`config.mk`:
```
export PLATFORM = sky130hd
export DESIGN_NAME = ped_crossing_scheduler_flat
export DESIGN_NICKNAME = d
export VERILOG_FILES = /design/src/rtl/ped_crossing_if.sv /design/src/rtl/ped_crossing_scheduler.sv /design/src/flat_wrapper.sv
export SDC_FILE = /design/constraint.sdc
export NUM_CORES = 1
export LEC_CHECK = 0
export ABC_CLOCK_PERIOD_IN_PS = 5110
export CAP_MARGIN = 15
export CORE_UTILIZATION = 50
export DETAILED_ROUTE_END_ITERATION = 10
export GPL_ROUTABILITY_DRIVEN = 0
export HOLD_SLACK_MARGIN = 0.03
export PLACE_DENSITY = 0.72
export SLEW_MARGIN = 15
export SYNTH_ARGS = -nofsm -noshare
export SYNTH_HDL_FRONTEND = slang
export SYNTH_SLANG_ARGS = --single-unit
```
`constraint.sdc`:
```
create_clock -name pin3_clk_16mhz -period 5.11 [get_ports pin3_clk_16mhz]
set_input_delay 1.022 -clock pin3_clk_16mhz [delete_from_list [all_inputs] [get_ports pin3_clk_16mhz]]
set_output_delay 1.022 -clock pin3_clk_16mhz [all_outputs]
set_load 0.05 [all_outputs]
```
`src/rtl/ped_crossing_if.sv`:
```
// Board-pin bundle for the pedestrian crossing sequencer: raw button in, lamp drives out.
interface ped_crossing_if;
    logic pin1_ped_button;
    logic pin4_green;
    logic pin5_yellow;
    logic pin6_red;
    logic pin7_ped_green;
    logic pin8_ped_red;
    logic pin9_ped_wait;

    modport master (
        output pin1_ped_button,
        input  pin4_green, pin5_yellow, pin6_red,
        input  pin7_ped_green, pin8_ped_red, pin9_ped_wait
    );

    modport slave (
        input  pin1_ped_button,
        output pin4_green, pin5_yellow, pin6_red,
        output pin7_ped_green, pin8_ped_red, pin9_ped_wait
    );
endinterface

```
`src/rtl/ped_crossing_scheduler.sv`:
```
// Demand-driven pedestrian crossing sequencer: debounced button request, minimum car green,
// then YELLOW -> ALLRED -> PEDGREEN -> PEDCLEAR -> GREEN. Lamps are a pure decode of state.
//
// state    | meaning
// INIT     | after reset, all red for ALLRED_S
// GREEN    | car green, waits for min green and a request
// YELLOW   | car yellow
// ALLRED   | all red before pedestrians go
// PEDGREEN | pedestrian green, request cleared on entry
// PEDCLEAR | pedestrian red clearance before car green
module ped_crossing_scheduler #(
    parameter int unsigned TIMER_SCALE    = 16000000,
    parameter int unsigned MIN_GREEN_S    = 10,
    parameter int unsigned YELLOW_S       = 5,
    parameter int unsigned ALLRED_S       = 2,
    parameter int unsigned PED_GREEN_S    = 10,
    parameter int unsigned PED_CLEAR_S    = 5,
    parameter int unsigned DEBOUNCE_TICKS = 160000
) (
    input logic           pin3_clk_16mhz,
    input logic           pin2_rst_n,
    ped_crossing_if.slave pins
);

    typedef enum logic [2:0] {
        S_INIT     = 3'd0,
        S_GREEN    = 3'd1,
        S_YELLOW   = 3'd2,
        S_ALLRED   = 3'd3,
        S_PEDGREEN = 3'd4,
        S_PEDCLEAR = 3'd5
    } state_t;

    localparam logic [29:0] T_MIN_GREEN = 30'(MIN_GREEN_S * TIMER_SCALE - 1);
    localparam logic [29:0] T_YELLOW    = 30'(YELLOW_S * TIMER_SCALE - 1);
    localparam logic [29:0] T_ALLRED    = 30'(ALLRED_S * TIMER_SCALE - 1);
    localparam logic [29:0] T_PED_GREEN = 30'(PED_GREEN_S * TIMER_SCALE - 1);
    localparam logic [29:0] T_PED_CLEAR = 30'(PED_CLEAR_S * TIMER_SCALE - 1);

    localparam int unsigned    DB_W   = $clog2(DEBOUNCE_TICKS + 1);
    localparam logic [DB_W-1:0] DB_TOP = DB_W'(DEBOUNCE_TICKS - 1);

    state_t          state_q, state_d;
    logic [29:0]     timer_q, timer_d;
    logic [1:0]      sync_q, sync_d;
    logic            db_q, db_d;
    logic            db_dly_q, db_dly_d;
    logic [DB_W-1:0] db_cnt_q, db_cnt_d;
    logic            req_q, req_d;
    logic            timer_done;

    logic lamp_green, lamp_yellow, lamp_red, lamp_ped_green, lamp_ped_red;

    always_ff @(posedge pin3_clk_16mhz or negedge pin2_rst_n) begin
        if (!pin2_rst_n) begin
            state_q  <= S_INIT;
            timer_q  <= T_ALLRED;
            sync_q   <= '0;
            db_q     <= 1'b0;
            db_dly_q <= 1'b0;
            db_cnt_q <= '0;
            req_q    <= 1'b0;
        end else begin
            state_q  <= state_d;
            timer_q  <= timer_d;
            sync_q   <= sync_d;
            db_q     <= db_d;
            db_dly_q <= db_dly_d;
            db_cnt_q <= db_cnt_d;
            req_q    <= req_d;
        end
    end

    // Debouncer: level flips only after DEBOUNCE_TICKS consecutive disagreeing samples.
    always_comb begin
        sync_d   = {sync_q[0], pins.pin1_ped_button};
        db_d     = db_q;
        db_cnt_d = '0;
        db_dly_d = db_q;
        if (sync_q[1] != db_q) begin
            if (db_cnt_q == DB_TOP) begin
                db_d = sync_q[1];
            end else begin
                db_cnt_d = db_cnt_q + 1'b1;
            end
        end
    end

    assign timer_done = (timer_q == 30'd0);

    always_comb begin
        state_d = state_q;
        timer_d = timer_done ? 30'd0 : timer_q - 30'd1;
        case (state_q)
            S_INIT: if (timer_done) begin
                state_d = S_GREEN;
                timer_d = T_MIN_GREEN;
            end
            S_GREEN: if (timer_done && req_q) begin
                state_d = S_YELLOW;
                timer_d = T_YELLOW;
            end
            S_YELLOW: if (timer_done) begin
                state_d = S_ALLRED;
                timer_d = T_ALLRED;
            end
            S_ALLRED: if (timer_done) begin
                state_d = S_PEDGREEN;
                timer_d = T_PED_GREEN;
            end
            S_PEDGREEN: if (timer_done) begin
                state_d = S_PEDCLEAR;
                timer_d = T_PED_CLEAR;
            end
            S_PEDCLEAR: if (timer_done) begin
                state_d = S_GREEN;
                timer_d = T_MIN_GREEN;
            end
            default: begin
                state_d = S_INIT;
                timer_d = T_ALLRED;
            end
        endcase
    end

    // The clear on PEDGREEN entry overrides a press landing on the same cycle.
    always_comb begin
        req_d = req_q;
        if (db_q && !db_dly_q && state_q != S_PEDGREEN) req_d = 1'b1;
        if (state_q == S_ALLRED && timer_done) req_d = 1'b0;
    end

    always_comb begin
        lamp_green     = 1'b0;
        lamp_yellow    = 1'b0;
        lamp_red       = 1'b1;
        lamp_ped_green = 1'b0;
        lamp_ped_red   = 1'b1;
        case (state_q)
            S_GREEN: begin
                lamp_green = 1'b1;
                lamp_red   = 1'b0;
            end
            S_YELLOW: begin
                lamp_yellow = 1'b1;
                lamp_red    = 1'b0;
            end
            S_PEDGREEN: begin
                lamp_ped_green = 1'b1;
                lamp_ped_red   = 1'b0;
            end
            default: ;
        endcase
    end

    assign pins.pin4_green     = lamp_green;
    assign pins.pin5_yellow    = lamp_yellow;
    assign pins.pin6_red       = lamp_red;
    assign pins.pin7_ped_green = lamp_ped_green;
    assign pins.pin8_ped_red   = lamp_ped_red;
    assign pins.pin9_ped_wait  = req_q;

endmodule
```
`src/flat_wrapper.sv`:
```
// flat-port wrapper written by rule: the top's interface ports become plain ports
module ped_crossing_scheduler_flat 
#(
    parameter int unsigned TIMER_SCALE    = 16000000,
    parameter int unsigned MIN_GREEN_S    = 10,
    parameter int unsigned YELLOW_S       = 5,
    parameter int unsigned ALLRED_S       = 2,
    parameter int unsigned PED_GREEN_S    = 10,
    parameter int unsigned PED_CLEAR_S    = 5,
    parameter int unsigned DEBOUNCE_TICKS = 160000
)
  (pin3_clk_16mhz, pin2_rst_n, pins_pin1_ped_button, pins_pin4_green, pins_pin5_yellow, pins_pin6_red, pins_pin7_ped_green, pins_pin8_ped_red, pins_pin9_ped_wait);
  ped_crossing_if pins_i ();
  input logic pin3_clk_16mhz;
  input logic pin2_rst_n;
  input wire logic [$bits(pins_i.pin1_ped_button)-1:0] pins_pin1_ped_button;
  output wire logic [$bits(pins_i.pin4_green)-1:0] pins_pin4_green;
  output wire logic [$bits(pins_i.pin5_yellow)-1:0] pins_pin5_yellow;
  output wire logic [$bits(pins_i.pin6_red)-1:0] pins_pin6_red;
  output wire logic [$bits(pins_i.pin7_ped_green)-1:0] pins_pin7_ped_green;
  output wire logic [$bits(pins_i.pin8_ped_red)-1:0] pins_pin8_ped_red;
  output wire logic [$bits(pins_i.pin9_ped_wait)-1:0] pins_pin9_ped_wait;
  assign pins_i.pin1_ped_button = pins_pin1_ped_button;
  assign pins_pin4_green = pins_i.pin4_green;
  assign pins_pin5_yellow = pins_i.pin5_yellow;
  assign pins_pin6_red = pins_i.pin6_red;
  assign pins_pin7_ped_green = pins_i.pin7_ped_green;
  assign pins_pin8_ped_red = pins_i.pin8_ped_red;
  assign pins_pin9_ped_wait = pins_i.pin9_ped_wait;
  ped_crossing_scheduler #(.TIMER_SCALE(TIMER_SCALE), .MIN_GREEN_S(MIN_GREEN_S), .YELLOW_S(YELLOW_S), .ALLRED_S(ALLRED_S), .PED_GREEN_S(PED_GREEN_S), .PED_CLEAR_S(PED_CLEAR_S), .DEBOUNCE_TICKS(DEBOUNCE_TICKS)) u_core (.pin3_clk_16mhz(pin3_clk_16mhz), .pin2_rst_n(pin2_rst_n), .pins(pins_i));
endmodule
```
==> results by group <==
Status
  – Status: finished clean

Setup path
  – Bufs and invs on worst path: 3
  – Worst EP arrival: about 2300 ps
  – Worst path slowest cell: clkdlybuf4s50_1
  – CP top delay family: buffers and inverters
  – Crit path launch: u_core.state_q[2]
  – Critical path, cell by cell: inv_1 > nor2_1 > nand2_1 > inv_1 > clkdlybuf4s50_1
  – Critical path endpoint category: primary output
  – Reg2reg start: u_core.timer_q[0]
  – Kind of critical path: reg2out
  – CP startpoint kind: register
  – Most used cell, CP: inv_1
  – Req. time, crit path: between 4000 and 5000 ps
  – Critical Path Max Stage Delay: approximately 800 ps
  – CP max FO: 9

Clock tree
  – Post-CTS Setup Bufs: 0
  – Cts hold-fix bufs: 0
  – TritonCTS clock tree: yes
  – Clk_lat worst skew: 310 ps
  – H-tree depth: 2
  – Max clock buf depth: 2
  – CTS buffer count: 5
  – Clock net sink count: 56
  – Root Driver: clkbuf_8
  – Clock Pin Slew Worst Setup and Hold Paths: about 100 ps
  – Resized Gates After CTS: 0

Floorplan
  – Site row count: 27
  – IO Pins: 9
  – Die width: a little under 80 um
  – Core area: between 5000 and 6000 um2
  – Die area: around 6300 um2
  – DIE HEIGHT: between 70 and 80 um
  – Initial Util: 0.529

Drt
  – # DRC: 0
  – Via density: between 6 and 7
  – Number of detailed-route iterations in the first pass: 4
  – Iteration-0 DRC count of the detailed router: between 150 and 200
  – Final wirelength: between 6000 and 7000 um
  – Via count: around 2,300
  – Routed Antenna Nets: 0
  – DR WL/cell: between 15 and 20 um

Timing
  – Clock Skew: roughly 6.1 ps
  – Final-report hold violation count: 0
  – Worst-margin pin slew: about 1100 ps
  – Worst slew margin: 0.280
  – Min cycle time layout: between 3000 and 4000 ps
  – Setup slack after layout: 1840 ps
  – Final setup fails: 0
  – Setup TNS: 0 ps
  – Fin crit share: 0.640
  – F_max: 306 MHz
  – RSZ-0062 raised after global routing: no
  – Slew Limit Fails: 0

Layout
  – Post-Layout Inst Area: between 3000 and 4000 um2
  – Ant. Diodes: 0
  – Area growth syn-to-layout: 7.59%
  – Nets: 320
  – Share of cells above drive strength 1: 0.130

Global routing
  – Largest net degree at the start of global routing: 57
  – Number of global-route vias before repair: 2,265
  – First-pass GRT wire length: around 11,000 um
  – Tot GR Track Use: 0.214
  – Gr ovfl total: 0
  – Initial antenna violation count: 0

Pwr
  – P_leak: about 1.2 nW
  – PwrDens: about 220 nW/um2
  – Switching power: ~0.17 mW
  – Gate power share: 0.022
  – Cell Int Power: 0.549 mW
  – Clock network fraction of total power: 0.350
  – Seq pwr share: 0.628
  – Sw frac: 0.233
  – Maximum vdd drop: 0.170 mV

Yosys
  – Netlist cell types: 51
  – Syn. warnings: 0
  – Synth Net Count: roughly 310
  – FF+latch count, synth: 56
  – Cells after Synth: around 310
  – Netlist Area Pre-Place: 2980 um2
  – Seq/Total Area, Yosys: 0.477
  – Ys flop type: dfrtp_1
  – Async set-reset flop share out of synthesis: 1.00
  – EDFF count, synth: 0
  – Syn avg cell area: between 9 and 10 um2

Placed design
  – Area after DPL: a little over 3000 um2
  – Place WS: around 2200 ps
  – Hpwl dp: about 4300 um
  – PortBufs: 8

Job
  – Max Cap Viol: 0

Min path
  – Hold Startpoint: u_core.sync_q[0]
  – Worst hold path type: reg2reg
## power by group through the flow
stage               sequential, mW  clock [mW]  combinational (mW)
floorplan                    0.457           0             0.00574
global placement             0.457           0              0.0165
detailed placement           0.457           0              0.0170
CTS                          0.449       0.251              0.0170
global route                 0.450       0.270              0.0192
finish                       0.449       0.250              0.0160
## cell type report
cell class / instances / area [um2]
clock inverters: 3 / 22.5
repair buffers: 10 / 90.1
fillers: 493 / 2430
clock buffers: 5 / 68.8
flip-flops and latches: 56 / 1420
well taps: 72 / 90.1
inverters: 9 / 33.8
multi-input cells: 232 / 1480
## cells in the final DEF, fill, tap and decap left out, types with 8 or more instances in the layout
| cell type | instances |
|---|---|
| xor2_1 | 17 |
| dfstp_2 | 17 |
| nor4_1 | 9 |
| nand4_1 | 10 |
| nor2_1 | 44 |
| xnor2_1 | 22 |
| inv_1 | 8 |
| dfrtp_1 | 39 |
| a21oi_1 | 18 |
| nand3_1 | 16 |
| nand2_1 | 15 |
| nor3_1 | 16 |
## registers in the layout, indices dropped and copies added (netlist names)
register	cells
u_core.sync_q	2
u_core.db_cnt_q	18
u_core.state_q	3
u_core.db_dly_d	1
u_core.db_dly_q	1
u_core.pins.pin9_ped_wait	1
u_core.timer_q	30
## through the flow
step	util	std cells	hold slack, ps	power [mW]
3_3_place_gp	0.553	379	338	0.474
2_1_floorplan	-	308	331	0.462
6_report	0.569	387	361	0.716
5_1_grt	0.569	387	380	0.740
4_1_cts	0.569	387	368	0.718
3_5_place_dp	0.553	379	344	0.474
## synthesized netlist by cell type, types with 6 or more instances
master	instances	area, um2
nand2_1	15	56.3
nor2_1	44	165
inv_1	8	30.0
nor4_1	9	56.3
nor3_1	16	80.1
dfrtp_1	39	976
a21oi_1	18	90.1
o21ai_0	6	30.0
dfstp_2	17	447
xnor2_1	22	193
clkbuf_1	8	30.0
nand3_1	16	80.1
xor2_1	17	149
nand4_1	10	62.6
## path summary, 6_finish.rpt
check | slack (ps) | endpoint | cells after the start
worst max register to register | 2280 | u_core.timer_q[13] | 7
min in group asynchronous | 820 | u_core.timer_q[27] | 2
worst max-delay path | 1840 | pins_pin7_ped_green | 5
max in group asynchronous | 3830 | u_core.db_cnt_q[1] | 2
worst min-delay path | 360 | u_core.sync_q[1] | 0
worst min register to register | 360 | u_core.sync_q[1] | 0
## cells by family (layout without fill, tap and decap cells)
logic type | after synthesis | count (layout) | synth area share
AOI/OAI and AO/OA | 49 | 49 | 0.105
xor gates and xnor gates | 39 | 39 | 0.115
adders and majority gates | 3 | 3 | 0.0126
buffers and inverters | 20 | 27 | 0.0264
DFF | 56 | 56 | 0.477
muxes | 2 | 2 | 0.00713
and+or+nand+nor | 139 | 139 | 0.257
## layer usage
layer  up-vias  track usage  routed length [um]  share of wire
li1       1114            -                   -              -
met1      1147        0.272                2830           0.46
met2        59        0.370                3090           0.50
met3         5       0.0368                 216          0.035
met4         0       0.0655                  39         0.0063
met5         -            0                   0              0
Power figures use the tool's default switching activity.
